<file path="src/rtl/gigatron_pkg.sv">
// Shared Gigatron definitions: GT1 loader state encoding, bus widths and
// the GT1 segment terminator byte.
package gigatron_pkg;

  localparam int unsigned ADDR_W = 16;
  localparam int unsigned DATA_W = 8;
  localparam int unsigned OPT_W  = 4;
  localparam int unsigned CNT_W  = 9;

  localparam logic [DATA_W-1:0] GT1_TERMINATOR = 8'h00;

  typedef enum logic [3:0] {
    ST_IDLE,
    ST_HI,
    ST_LO,
    ST_SIZE,
    ST_DATA,
    ST_EXEC_HI,
    ST_EXEC_LO,
    ST_FIN,
    ST_ERR
  } gt1_state_t;

  // A GT1 size byte of zero encodes a full 256-byte segment
  function automatic logic [CNT_W-1:0] seg_count(input logic [DATA_W-1:0] b);
    return (b == 8'h00) ? CNT_W'(256) : CNT_W'(b);
  endfunction

endpackage

</file>
<file path="src/rtl/gt1_loader.sv">
// GT1 image loader: parses a GT1 file from the option ROM and copies its
// segments into Gigatron RAM. Define GT1_LOADER_CHECKSUM_EN for a write checksum.
module gt1_loader
  import gigatron_pkg::*;
#(
  parameter int unsigned ROM_ARRAY_SIZE = 32767,
  parameter logic [3:0]  OPTION_DEFAULT = 4'd0
) (
  input  logic        clk,
  input  logic        reset_n,
  input  logic        start,
  input  logic [3:0]  option_in,
  output logic [3:0]  option_select,
  output logic [15:0] rom_address,
  input  logic [7:0]  rom_data,
  input  logic        ram_ready,
  output logic        ram_we,
  output logic [15:0] ram_addr,
  output logic [7:0]  ram_wdata,
  output logic        busy,
  output logic        done,
  output logic        error,
  output logic [15:0] exec_addr
`ifdef GT1_LOADER_CHECKSUM_EN
  ,
  output logic [7:0]  checksum
`endif
);

  gt1_state_t         r_state;
  logic [ADDR_W-1:0]  r_rd_ptr;
  logic [DATA_W-1:0]  r_page;
  logic [DATA_W-1:0]  r_low;
  logic [CNT_W-1:0]   r_count;
  logic               r_first;

  logic               w_want;
  logic               w_past_end;
  logic               w_take;
  logic               w_fault;

  // States that want a ROM byte this cycle; DATA only when the RAM bus is ours
  always_comb begin
    w_want = 1'b0;
    case (r_state)
      ST_HI, ST_LO, ST_SIZE, ST_EXEC_HI, ST_EXEC_LO: w_want = 1'b1;
      ST_DATA:                                       w_want = ram_ready;
      default:                                       w_want = 1'b0;
    endcase
  end

  // The read pointer keeps one spare bit so running off the image is detectable
  assign w_past_end  = r_rd_ptr > ADDR_W'(ROM_ARRAY_SIZE);
  assign w_take      = w_want & ~w_past_end;
  assign w_fault     = w_want & w_past_end;
  assign rom_address = {1'b0, r_rd_ptr[ADDR_W-2:0]};

  always_ff @(posedge clk or negedge reset_n) begin
    if (!reset_n) begin
      r_state       <= ST_IDLE;
      r_rd_ptr      <= '0;
      r_page        <= '0;
      r_low         <= '0;
      r_count       <= '0;
      r_first       <= 1'b0;
      option_select <= OPTION_DEFAULT;
      ram_we        <= 1'b0;
      ram_addr      <= '0;
      ram_wdata     <= '0;
      busy          <= 1'b0;
      done          <= 1'b0;
      error         <= 1'b0;
      exec_addr     <= '0;
`ifdef GT1_LOADER_CHECKSUM_EN
      checksum      <= '0;
`endif
    end else begin
      ram_we <= 1'b0;
      if (w_take) begin
        r_rd_ptr <= r_rd_ptr + ADDR_W'(1);
      end

      case (r_state)
        ST_IDLE: begin
          option_select <= OPTION_DEFAULT;
          if (start) begin
            option_select <= option_in;
            r_rd_ptr      <= '0;
            r_first       <= 1'b1;
            done          <= 1'b0;
            error         <= 1'b0;
            busy          <= 1'b1;
`ifdef GT1_LOADER_CHECKSUM_EN
            checksum      <= '0;
`endif
            r_state       <= ST_HI;
          end
        end

        // Only a terminator after the first segment ends the segment list
        ST_HI: begin
          if (w_fault) begin
            r_state <= ST_ERR;
          end else if (rom_data == GT1_TERMINATOR && !r_first) begin
            r_state <= ST_EXEC_HI;
          end else begin
            r_page  <= rom_data;
            r_first <= 1'b0;
            r_state <= ST_LO;
          end
        end

        ST_LO: begin
          if (w_fault) begin
            r_state <= ST_ERR;
          end else begin
            r_low   <= rom_data;
            r_state <= ST_SIZE;
          end
        end

        ST_SIZE: begin
          if (w_fault) begin
            r_state <= ST_ERR;
          end else begin
            r_count <= seg_count(rom_data);
            r_state <= ST_DATA;
          end
        end

        // Low address wraps inside the page; the page byte never carries
        ST_DATA: begin
          if (w_fault) begin
            r_state <= ST_ERR;
          end else if (w_take) begin
            ram_we    <= 1'b1;
            ram_addr  <= {r_page, r_low};
            ram_wdata <= rom_data;
`ifdef GT1_LOADER_CHECKSUM_EN
            checksum  <= checksum + rom_data;
`endif
            r_low     <= r_low + DATA_W'(1);
            r_count   <= r_count - CNT_W'(1);
            if (r_count == CNT_W'(1)) begin
              r_state <= ST_HI;
            end
          end
        end

        ST_EXEC_HI: begin
          if (w_fault) begin
            r_state <= ST_ERR;
          end else begin
            exec_addr[15:8] <= rom_data;
            r_state         <= ST_EXEC_LO;
          end
        end

        ST_EXEC_LO: begin
          if (w_fault) begin
            r_state <= ST_ERR;
          end else begin
            exec_addr[7:0] <= rom_data;
            r_state        <= ST_FIN;
          end
        end

        ST_FIN: begin
          done          <= 1'b1;
          busy          <= 1'b0;
          option_select <= OPTION_DEFAULT;
          r_state       <= ST_IDLE;
        end

        ST_ERR: begin
          error         <= 1'b1;
          busy          <= 1'b0;
          option_select <= OPTION_DEFAULT;
          r_state       <= ST_IDLE;
        end

        default: r_state <= ST_IDLE;
      endcase
    end
  end

endmodule
</file>
<file path="config.mk">
export PLATFORM = sky130hd
export DESIGN_NAME = gt1_loader
export DESIGN_NICKNAME = d
export VERILOG_FILES = /design/src/rtl/gigatron_pkg.sv /design/src/rtl/gt1_loader.sv
export SDC_FILE = /design/constraint.sdc
export NUM_CORES = 1
export LEC_CHECK = 0
export ABC_AREA = 1
export BUFFER_PORTS_ARGS = -buffer_cell sky130_fd_sc_hd__clkbuf_2
export CAP_MARGIN = 10
export CORE_ASPECT_RATIO = 1.75
export CORE_MARGIN = 2
export CORE_UTILIZATION = 25
export DETAILED_ROUTE_END_ITERATION = 10
export SKIP_LAST_GASP = 1
export SYNTH_ARGS = -nofsm -noshare
export SYNTH_HDL_FRONTEND = slang
export SYNTH_SLANG_ARGS = --single-unit
</file>
<file path="constraint.sdc">
create_clock -name clk -period 1.9 [get_ports clk]
set_input_delay 0.095 -clock clk [delete_from_list [all_inputs] [get_ports clk]]
set_output_delay 0.095 -clock clk [all_outputs]
set_load 0.02 [all_outputs]
</file>
[Yosys cells after proc, flatten, opt, wreduce, memory -nomap -nowiden]
Index checks and enable logic that the tools add are counted.
Cells by class
  $add $sub $neg: 3
  $lt $le $gt $ge: 1
  eq/ne operators: 18
  multiplexer cells: 37
  bitwise operators: 5
  reductions and logical operators: 23
Operator list (count)
  16-bit two-way mux: 3
  4-bit two-way mux: 10
  9-bit two-way mux: 4
  4-bit case mux with 7 select lines: 1
  8-bit two-way mux: 3
  9-bit case mux with 2 select lines: 1
  16-bit by 1-bit adder with 16-bit output, second input constant: 1
  4-bit by 3-bit equality test with 1-bit output, second input constant: 4
  16-bit by 15-bit greater-than comparator with 1-bit output, second input constant: 1
  8-bit case mux with 2 select lines: 1
  2-bit != test, second input constant: 7
  4-bit AND reduction: 3
  2-bit nonzero test: 6
  1-bit case mux with 2 select lines: 5
  2-bit AND reduction: 5
  9-bit by 1-bit equality test with 1-bit output, second input constant: 1
  3-bit AND reduction: 3
  9-bit by 1-bit subtractor with 9-bit output, second input constant: 1
  8-bit by 1-bit adder with 8-bit output, second input constant: 1
  4-bit by 2-bit equality test with 1-bit output, second input constant: 2
  8-bit zero test: 1
  4-bit case mux with 2 select lines: 1
  1-bit two-way mux: 7
  3-bit != test, second input constant: 2
  10 further kinds: 13
Storage, ports and cells
  register bits: 94
  input bits: 16
  output and inout bits: 64
  word-level logic and storage cells: 102

[Depth between registers and ports, before layout]
Gate-level depths: netlist of the first run.
  word-level depth: 7
  depth in mapped cells: 10
  gate-level depth less buffers: 10

[Least setup slack after synthesis of the first run]
No wires, ideal clock.
  kind: reg-to-reg
  from: reg r_state[3]
  to: reg r_page[6]
  library setup time: 0.121 ns
  arrival time: 1.314 ns
  data required time: 1.779 ns
  path slack: 0.465 ns
  cell stages (with the launch flop): 9
  buffers on the path: 1
  clock period less this slack: 1.435 ns
  cells stage by stage: dfrtp_1 -> inv_2 -> nand2_2 -> or3_1 -> inv_2 -> nand2_4 -> buf_6 -> nand2_1 -> o21ai_2
Between the ends
  word-level cells in the longest chain between the ends: 6
  elaborated cells between the ends (all ways): 11
  classes of those cells: eq/ne (6); mux (1); bitwise (2); reduce/logical (2)
Ends and longest elaborated chain
  from (decl): line gt1_loader.sv:30  | gt1_state_t r_state;
  from (signal assigned): line gt1_loader.sv:60  | r_state <= ST_IDLE;
  from (signal assigned): line gt1_loader.sv:96  | r_state <= ST_HI;
  from (signal assigned): line gt1_loader.sv:103  | r_state <= ST_ERR;
  4-bit by 3-bit equality test with 1-bit output, or another cell as far along: line gt1_loader.sv:45  | case (r_state)
  5-bit OR reduction: line gt1_loader.sv:45
  1-bit case mux with 2 select lines: line gt1_loader.sv:45
  1-bit AND: line gt1_loader.sv:55  | assign w_fault = w_want & w_past_end;
  1-bit NOT (no source line)
  3-bit AND reduction (no source line) (*)
  to (signal assigned): line gt1_loader.sv:107  | r_page <= rom_data;
  to (decl): line gt1_loader.sv:32  | logic [DATA_W-1:0] r_page;
Mark *: on every way between the ends. The rest lies on a longest branch, timed or not.
A chain may end at the register's enable or synchronous reset.

[Worst setup path after layout of the first run]
  from: reg r_state[1]
  to: reg r_low[6]
Between the ends
  word-level cells in the longest chain between the ends: 6
  elaborated cells between the ends (all ways): 16
  classes of those cells: eq/ne (9); mux (2); bitwise (2); reduce/logical (3)
Ends and longest elaborated chain
  4-bit by 3-bit equality test with 1-bit output, or another cell as far along: line gt1_loader.sv:45
  5-bit OR reduction: line gt1_loader.sv:45
  1-bit case mux with 2 select lines: line gt1_loader.sv:45
  1-bit AND (on tied branches): line gt1_loader.sv:55, gt1_loader.sv:54
  2-bit != test (no source line)
  4-bit AND reduction (no source line)
  to (signal assigned): line gt1_loader.sv:117  | r_low <= rom_data;
  to (signal assigned): line gt1_loader.sv:142  | r_low <= r_low + DATA_W'(1);
  to (decl): line gt1_loader.sv:33  | logic [DATA_W-1:0] r_low;
Several ways; a longest one is shown, not always the timed one.

==> results of run 1 <==
## worst max-delay path: stages (launching register included)
cell and delay, ps:
dfrtp_1 430, nand2_1 140, nand3_2 100, nand2_4 100, nand2_4 70, nor2_8 220, nand2_8 150, nand2_4 180
inv_1 70, nand2_1 60, nand2_1 50
## flip-flops by register name (all words and copies together) (netlist names)
register / count
ram_addr: 16
r_state: 4
r_rd_ptr: 16
exec_addr: 16
busy: 1
r_count: 9
error: 1
r_first: 1
r_page: 8
r_low: 8
ram_wdata: 8
option_select: 4
done: 1
ram_we: 1
## report_power, final
part	switching, W	internal, W	total (W)	leakage (nW)
sequential	0.000609	0.00282	0.00343	1.19
clock	0.000851	0.00105	0.00190	0.155
combinational	0.00293	0.00143	0.00436	1.56
## routing by layer
| metal | share of wire [%] | vias to the layer above | track usage, % |
|---|---|---|---|
| met5 | 0 | - | 0 |
| met4 | 2.1 | 0 | 4.87 |
| met3 | 3.6 | 17 | 2.03 |
| met2 | 55 | 90 | 24.2 |
| met1 | 40 | 1886 | 14.3 |
| li1 | - | 2004 | - |
## cell usage in the layout, fill, tap and decap left out, types with 2 or more instances in the layout
cell type      netlist  routed
nand3_1             35      35
buf_12               0       3
o21bai_1             2       2
clkbuf_2             0      77
inv_1               56      56
xnor2_1              2       2
clkbuf_16            0       9
inv_2                4       4
a21oi_1              7       7
nand2_1            184     184
nand3b_1             2       2
o21ai_2              8       8
buf_4               19      10
o21ai_0             13      13
nor2_2               2       2
nor3_1               5       5
ha_1                 4       4
xor2_1               2       2
dlygate4sd3_1        0       6
clkinv_4             0       3
o31ai_1              3       3
nand4_1              7       7
nand2_4              5       5
dfrtp_1             94      94
nand2_2              6       6
nor2_1              53      53
o21ai_1             46      46
a31oi_1              2       2
## layout make-up
class / count / area share (%)
multi-input combinational: 400 / 33.6
clock inverter: 7 / 1.63
inverter: 61 / 4.07
timing repair buffer: 96 / 10.2
tap: 238 / 5.23
clock buffer: 9 / 3.96
sequential: 94 / 41.3
## per-stage QoR
stage	cells	total power, W
2_1_floorplan	586	0.00661
6_report	905	0.00970
5_1_grt	905	0.0105
3_5_place_dp	883	0.00788
3_3_place_gp	883	0.00782
4_1_cts	905	0.00983
## kinds of logic (layout without fill, tap and decap cells)
logic type / Yosys count / in the layout / synth area share [%]
XOR/XNOR: 4 / 4 / 0.743
other: 1 / 1 / 0.0795
AO/OA/AOI/OAI: 86 / 86 / 10.4
flip-flops: 94 / 94 / 49.9
buffers and inverters: 92 / 173 / 9.60
AND/OR/NAND/NOR: 305 / 305 / 28.3
adder cells (fa/ha/maj): 4 / 4 / 1.06
## final timing paths
check | from | to | depth (start not counted)
worst max register to register | r_state[1]$_DFFE_PN0P_ | r_low[6]$_DFFE_PN0P_ | 10
min in group asynchronous | reset_n | ram_addr[15]$_DFFE_PN0P_ | 2
worst max-delay path | r_state[1]$_DFFE_PN0P_ | r_low[6]$_DFFE_PN0P_ | 10
max in group asynchronous | reset_n | ram_addr[14]$_DFFE_PN0P_ | 3
worst min register to register | r_page[7]$_DFFE_PN0P_ | ram_addr[15]$_DFFE_PN0P_ | 2
worst min-delay path | rom_data[7] | r_low[7]$_DFFE_PN0P_ | 5
## repair_timing
action,in CTS,in global routing
setup endpoints to repair,0,0
endpoints found under the hold margin,42,0
hold buffers,6,0
==> impl_metrics.json, run 1 <==
{
  "synthTopCellsByArea": "dfrtp_1 50%, nand2_1 15%, o21ai_1 4.9%",
  "synthCells": 586,
  "yosys.area.top_type": "dfrtp_1",
  "die-area_sq_um": 20000,
  "hpwl_mm": 9.45,
  "num_vias": 3997,
  "crit_arrival_ps": 1940,
  "remaining_drc_errors": 0,
  "ant_nets": 0,
  "ys.flop_type": "dfrtp_1",
  "place_congestion": 0.875,
  "status": "complete, no violations",
  "post_cts.repair.setup_buffers": 0,
  "dieWidth_microns": 108,
  "nNetsFinal": 682,
  "placed_area_sq_um": 5320,
  "numCtsBuffers": 9,
  "slew_headroom_pct": 61.2,
  "viasPerCell": 4.42,
  "initial_core_util_pct": 25.4,
  "synth_seq_cells": 94,
  "overflow": 0,
  "avgRoutedWirePerCell_microns": 13.8,
  "async_reset_ff_share_pct": 100,
  "port_buffers": 78,
  "clk_pin_slew_worst_paths_ps": 70,
  "yosysWarnings": 0,
  "num_io_pins": 80,
  "area_growth_pct": 20.7,
  "synth_area_sq_um": 4720,
  "coreArea_sq_um": 18600,
  "finalCritPeriodShare_pct": 89.6,
  "tightest_slew_ps": 582,
  "row_count": 66,
  "worstPathMaxFanout": 15,
  "diodes": 0,
  "root_buffer": "clkbuf_16",
  "ys_seq_area_share_pct": 49.9,
  "yosys-top-cells-count": "184 x nand2_1, 94 x dfrtp_1, 56 x inv_1",
  "yosysTopAreaCellShare_pct": 49.9,
  "max_cap_viol_count": 0,
  "timing.final.hold_violations": 0,
  "grt_usage_pct": 12.9,
  "rsz0062_at_grt": "no",
  "p_leak_nw": 2.91,
  "multi_input_area_sq_um": 1910,
  "grt_pass1_vias": 3913,
  "min_period_ps": 1700,
  "seqCellArea_sq_um": 2350,
  "cts.sinks": 94,
  "ir_drop_mv": 0.550,
  "synth_most_common_cell": "nand2_1",
  "tritoncts": "done",
  "worstSetupEndpointType": "flip-flop",
  "grt_pass1_wl_mm": 20.0,
  "crit_required_ps": 2140,
  "post-route-cell-area_sq_um": 5690,
  "startpoint_type": "flip-flop",
  "fillers": 1990,
  "synth_cell_types": 38,
  "power-per-cell-area_nw_per_um2": 1700,
  "fin_setup_tns_ps": 0,
  "drtIter0Drc": 212,
  "hp-class": "input port to flip-flop",
  "r2r_slack_ps": 200,
  "setup_ws_ps": 197,
  "drive_gt1_share_pct": 20.5,
  "fmax_mhz": 587,
  "path_class": "flip-flop to flip-flop",
  "cts_max_level": 3,
  "wl_mm": 12.5,
  "clockBufferDepth": 2,
  "antenna_found_initial": 0,
  "die_h_microns": 186,
  "setup_violations": 0,
  "place_ws_ps": 180,
  "fin_skew_ps": 13.9,
  "dr.pass1.iters": 4,
  "hold_slack_ps": 129,
  "clk_latency_ps": 350,
  "grt_max_degree": 41,
  "finalMaxSlewViolations": 0,
  "final_util_pct": 30.6,
  "post_cts_resized": 0,
  "synth-edff-count": 0,
  "syn_avg_cell_area_sq_um": 8.05,
  "synth_fp_nets": 606
}
Note: power is estimated with default switching activity, not from simulation.
==> run 2: changes to the inputs <==
SETUP_SLACK_MARGIN = 0.3   (was unset)
==> impl_metrics.json, run 2 (synthesis gave the netlist of run 1 again) <==
{
  "post-route-cell-area_sq_um": 5950,
  "critPathTopFamily": "simple AND/OR/NAND/NOR gates",
  "startpoint_type": "flip-flop",
  "cts_max_level": 3,
  "hpwl_mm": 9.45,
  "fin_setup_tns_ps": 0,
  "grt_pass1_wl_mm": 20.1,
  "slowest_stage": "dfrtp_2",
  "area_growth_pct": 26.0,
  "use_met1_pct": 14.4,
  "clockBufferDepth": 2,
  "antenna_found_initial": 0,
  "fmax_mhz": 644,
  "remaining_drc_errors": 0,
  "drive_gt1_share_pct": 24.2,
  "path_class": "flip-flop to flip-flop",
  "overflow": 0,
  "avgRoutedWirePerCell_microns": 14.3,
  "tightest_slew_ps": 588,
  "pwr-share-clk_pct": 18.7,
  "coreArea_sq_um": 18600,
  "num_io_pins": 80,
  "fin_cells": 919,
  "combPwrFrac_pct": 47.7,
  "tritoncts": "done",
  "initial_core_util_pct": 25.4,
  "finalMaxSlewViolations": 0,
  "port_buffers": 78,
  "status": "complete, no violations",
  "worstSetupEndpointType": "flip-flop",
  "intPower_w": 0.00563,
  "num_vias": 4129,
  "row_count": 66,
  "grt_usage_pct": 13.0,
  "root_buffer": "clkbuf_16",
  "timing.final.hold_violations": 0,
  "p_total_w": 0.0102,
  "grt_pass1_vias": 3964,
  "final_common_cell": "nand2_1",
  "fin_skew_ps": 11.4,
  "numCtsBuffers": 9,
  "dr.pass1.iters": 6,
  "rsz0062_at_grt": "yes",
  "crit_arrival_ps": 1790,
  "ant_nets": 0,
  "die-area_sq_um": 20000,
  "slowest_delay_ps": 440,
  "wl_mm": 13.1,
  "nNetsFinal": 696,
  "hp-class": "input port to flip-flop",
  "drtIter0Drc": 250,
  "grtUsageMet3_pct": 2.03,
  "placed_area_sq_um": 5320,
  "place_congestion": 0.875,
  "min_period_ps": 1550,
  "cp_num_buf_inv": 1,
  "dieWidth_microns": 108,
  "ir_drop_mv": 0.577,
  "switching_share_pct": 45.0,
  "die_h_microns": 186,
  "gr-max-usage-layer": "met2",
  "fillers": 1964,
  "final_cell_mix": "182 x nand2_1, 91 x dfrtp_1, 77 x clkbuf_2",
  "placed_cells": 883,
  "grt_max_degree": 41,
  "clk_latency_ps": 350,
  "clk_pin_slew_worst_paths_ps": 70,
  "p_leak_nw": 3.00,
  "viasPerCell": 4.49,
  "crit_chain": "nor2_2, nand2_2, nand3_4, nand2_2, nand2_8, inv_1, nand2_1, nand2_1",
  "setup_violations": 0,
  "top_regs": "exec_addr: 16 flops, r_rd_ptr: 16 flops, ram_addr: 16 flops",
  "met2_usage_pct": 24.4,
  "diodes": 0,
  "p_switching_w": 0.00462,
  "power-per-cell-area_nw_per_um2": 1720,
  "p_seq_share_pct": 33.6,
  "max_cap_viol_count": 0,
  "finalCritPeriodShare_pct": 81.7,
  "cts.sinks": 94,
  "crit_required_ps": 2140,
  "slew_headroom_pct": 60.6,
  "worstPathMaxFanout": 9
}
run 2: cell count changes in the layout (fill, tap and decap cells not counted), moves of 2 or more:
cell / previous run / this run
dfrtp_1: 94 / 91
nand2_8: 1 / 5
nand2_1: 184 / 182
nor2_1: 53 / 48
clkbuf_16: 9 / 11
nor2_2: 2 / 5
dfrtp_2: 0 / 3
nor2_4: 0 / 2
buf_4: 10 / 19
run 2: metal layers:
metal / up-vias / wire length [microns]
met1: 1967 / 5160
met3: 17 / 470
li1: 2037 / -
met5: - / 0
met4: 0 / 276
met2: 108 / 7190
run 2: cell type report:
| type | instances | area (sq um) | share of cell area (%) |
|---|---|---|---|
| sequential | 94 | 2360 | 39.6 |
| clock buffer | 9 | 225 | 3.79 |
| multi-input combinational | 402 | 2030 | 34.1 |
| inverter | 61 | 238 | 4.00 |
| clock inverter | 7 | 92.6 | 1.56 |
| timing repair buffer | 108 | 709 | 11.9 |
| tap | 238 | 298 | 5.01 |
run 2: through the flow:
step | setup slack, ps | hold WS [ps] | utilization (%)
floorplan | 465 | -201 | -
global placement | 236 | 137 | 28.6
detailed placement | 180 | 138 | 28.6
CTS | 291 | 130 | 30.9
global route | 248 | 149 | 32.0
finish | 348 | 128 | 32.0
run 2: final timing paths:
path                                        start                  endpoint  slack [ps]  cells past startpoint
max                        r_state[0]$_DFFE_PN0P_      r_low[6]$_DFFE_PN0P_         350                      8
min                                   rom_data[7]      r_low[7]$_DFFE_PN0P_         130                      5
max reg2reg                r_state[0]$_DFFE_PN0P_      r_low[6]$_DFFE_PN0P_         350                      8
min reg2reg                 r_page[7]$_DFFE_PN0P_  ram_addr[15]$_DFFE_PN0P_         480                      2
max in group asynchronous                 reset_n  ram_addr[14]$_DFFE_PN0P_        1010                      3
min in group asynchronous                 reset_n  ram_addr[15]$_DFFE_PN0P_         280                      2
run 2: what timing repair did:
item / 4_1_cts / 5_1_grt
gates cloned: 0 / 4
endpoints found under the setup margin: 43 / 72
gates resized for setup: 2 / 23
hold endpoints to repair: 42 / 0
setup buffers: 6 / 4
pin swaps: 1 / 4
hold buffers: 6 / 0
run 2: worst register-to-register path: stages (launching register included):
cell     delay, ps
dfrtp_2        440
nor2_2         200
nand2_2        130
nand3_4        220
nand2_2        180
nand2_8        130
inv_1           60
nand2_1         50
nand2_1         50
run 2: power groups by stage:
| stage | Sequential, W | Combinational, W | Clock [W] |
|---|---|---|---|
| global route | 0.00354 | 0.00546 | 0.00204 |
| floorplan | 0.00385 | 0.00275 | 0 |
| detailed placement | 0.00347 | 0.00441 | 0 |
| global placement | 0.00345 | 0.00436 | 0 |
| CTS | 0.00343 | 0.00460 | 0.00196 |
| finish | 0.00344 | 0.00489 | 0.00191 |
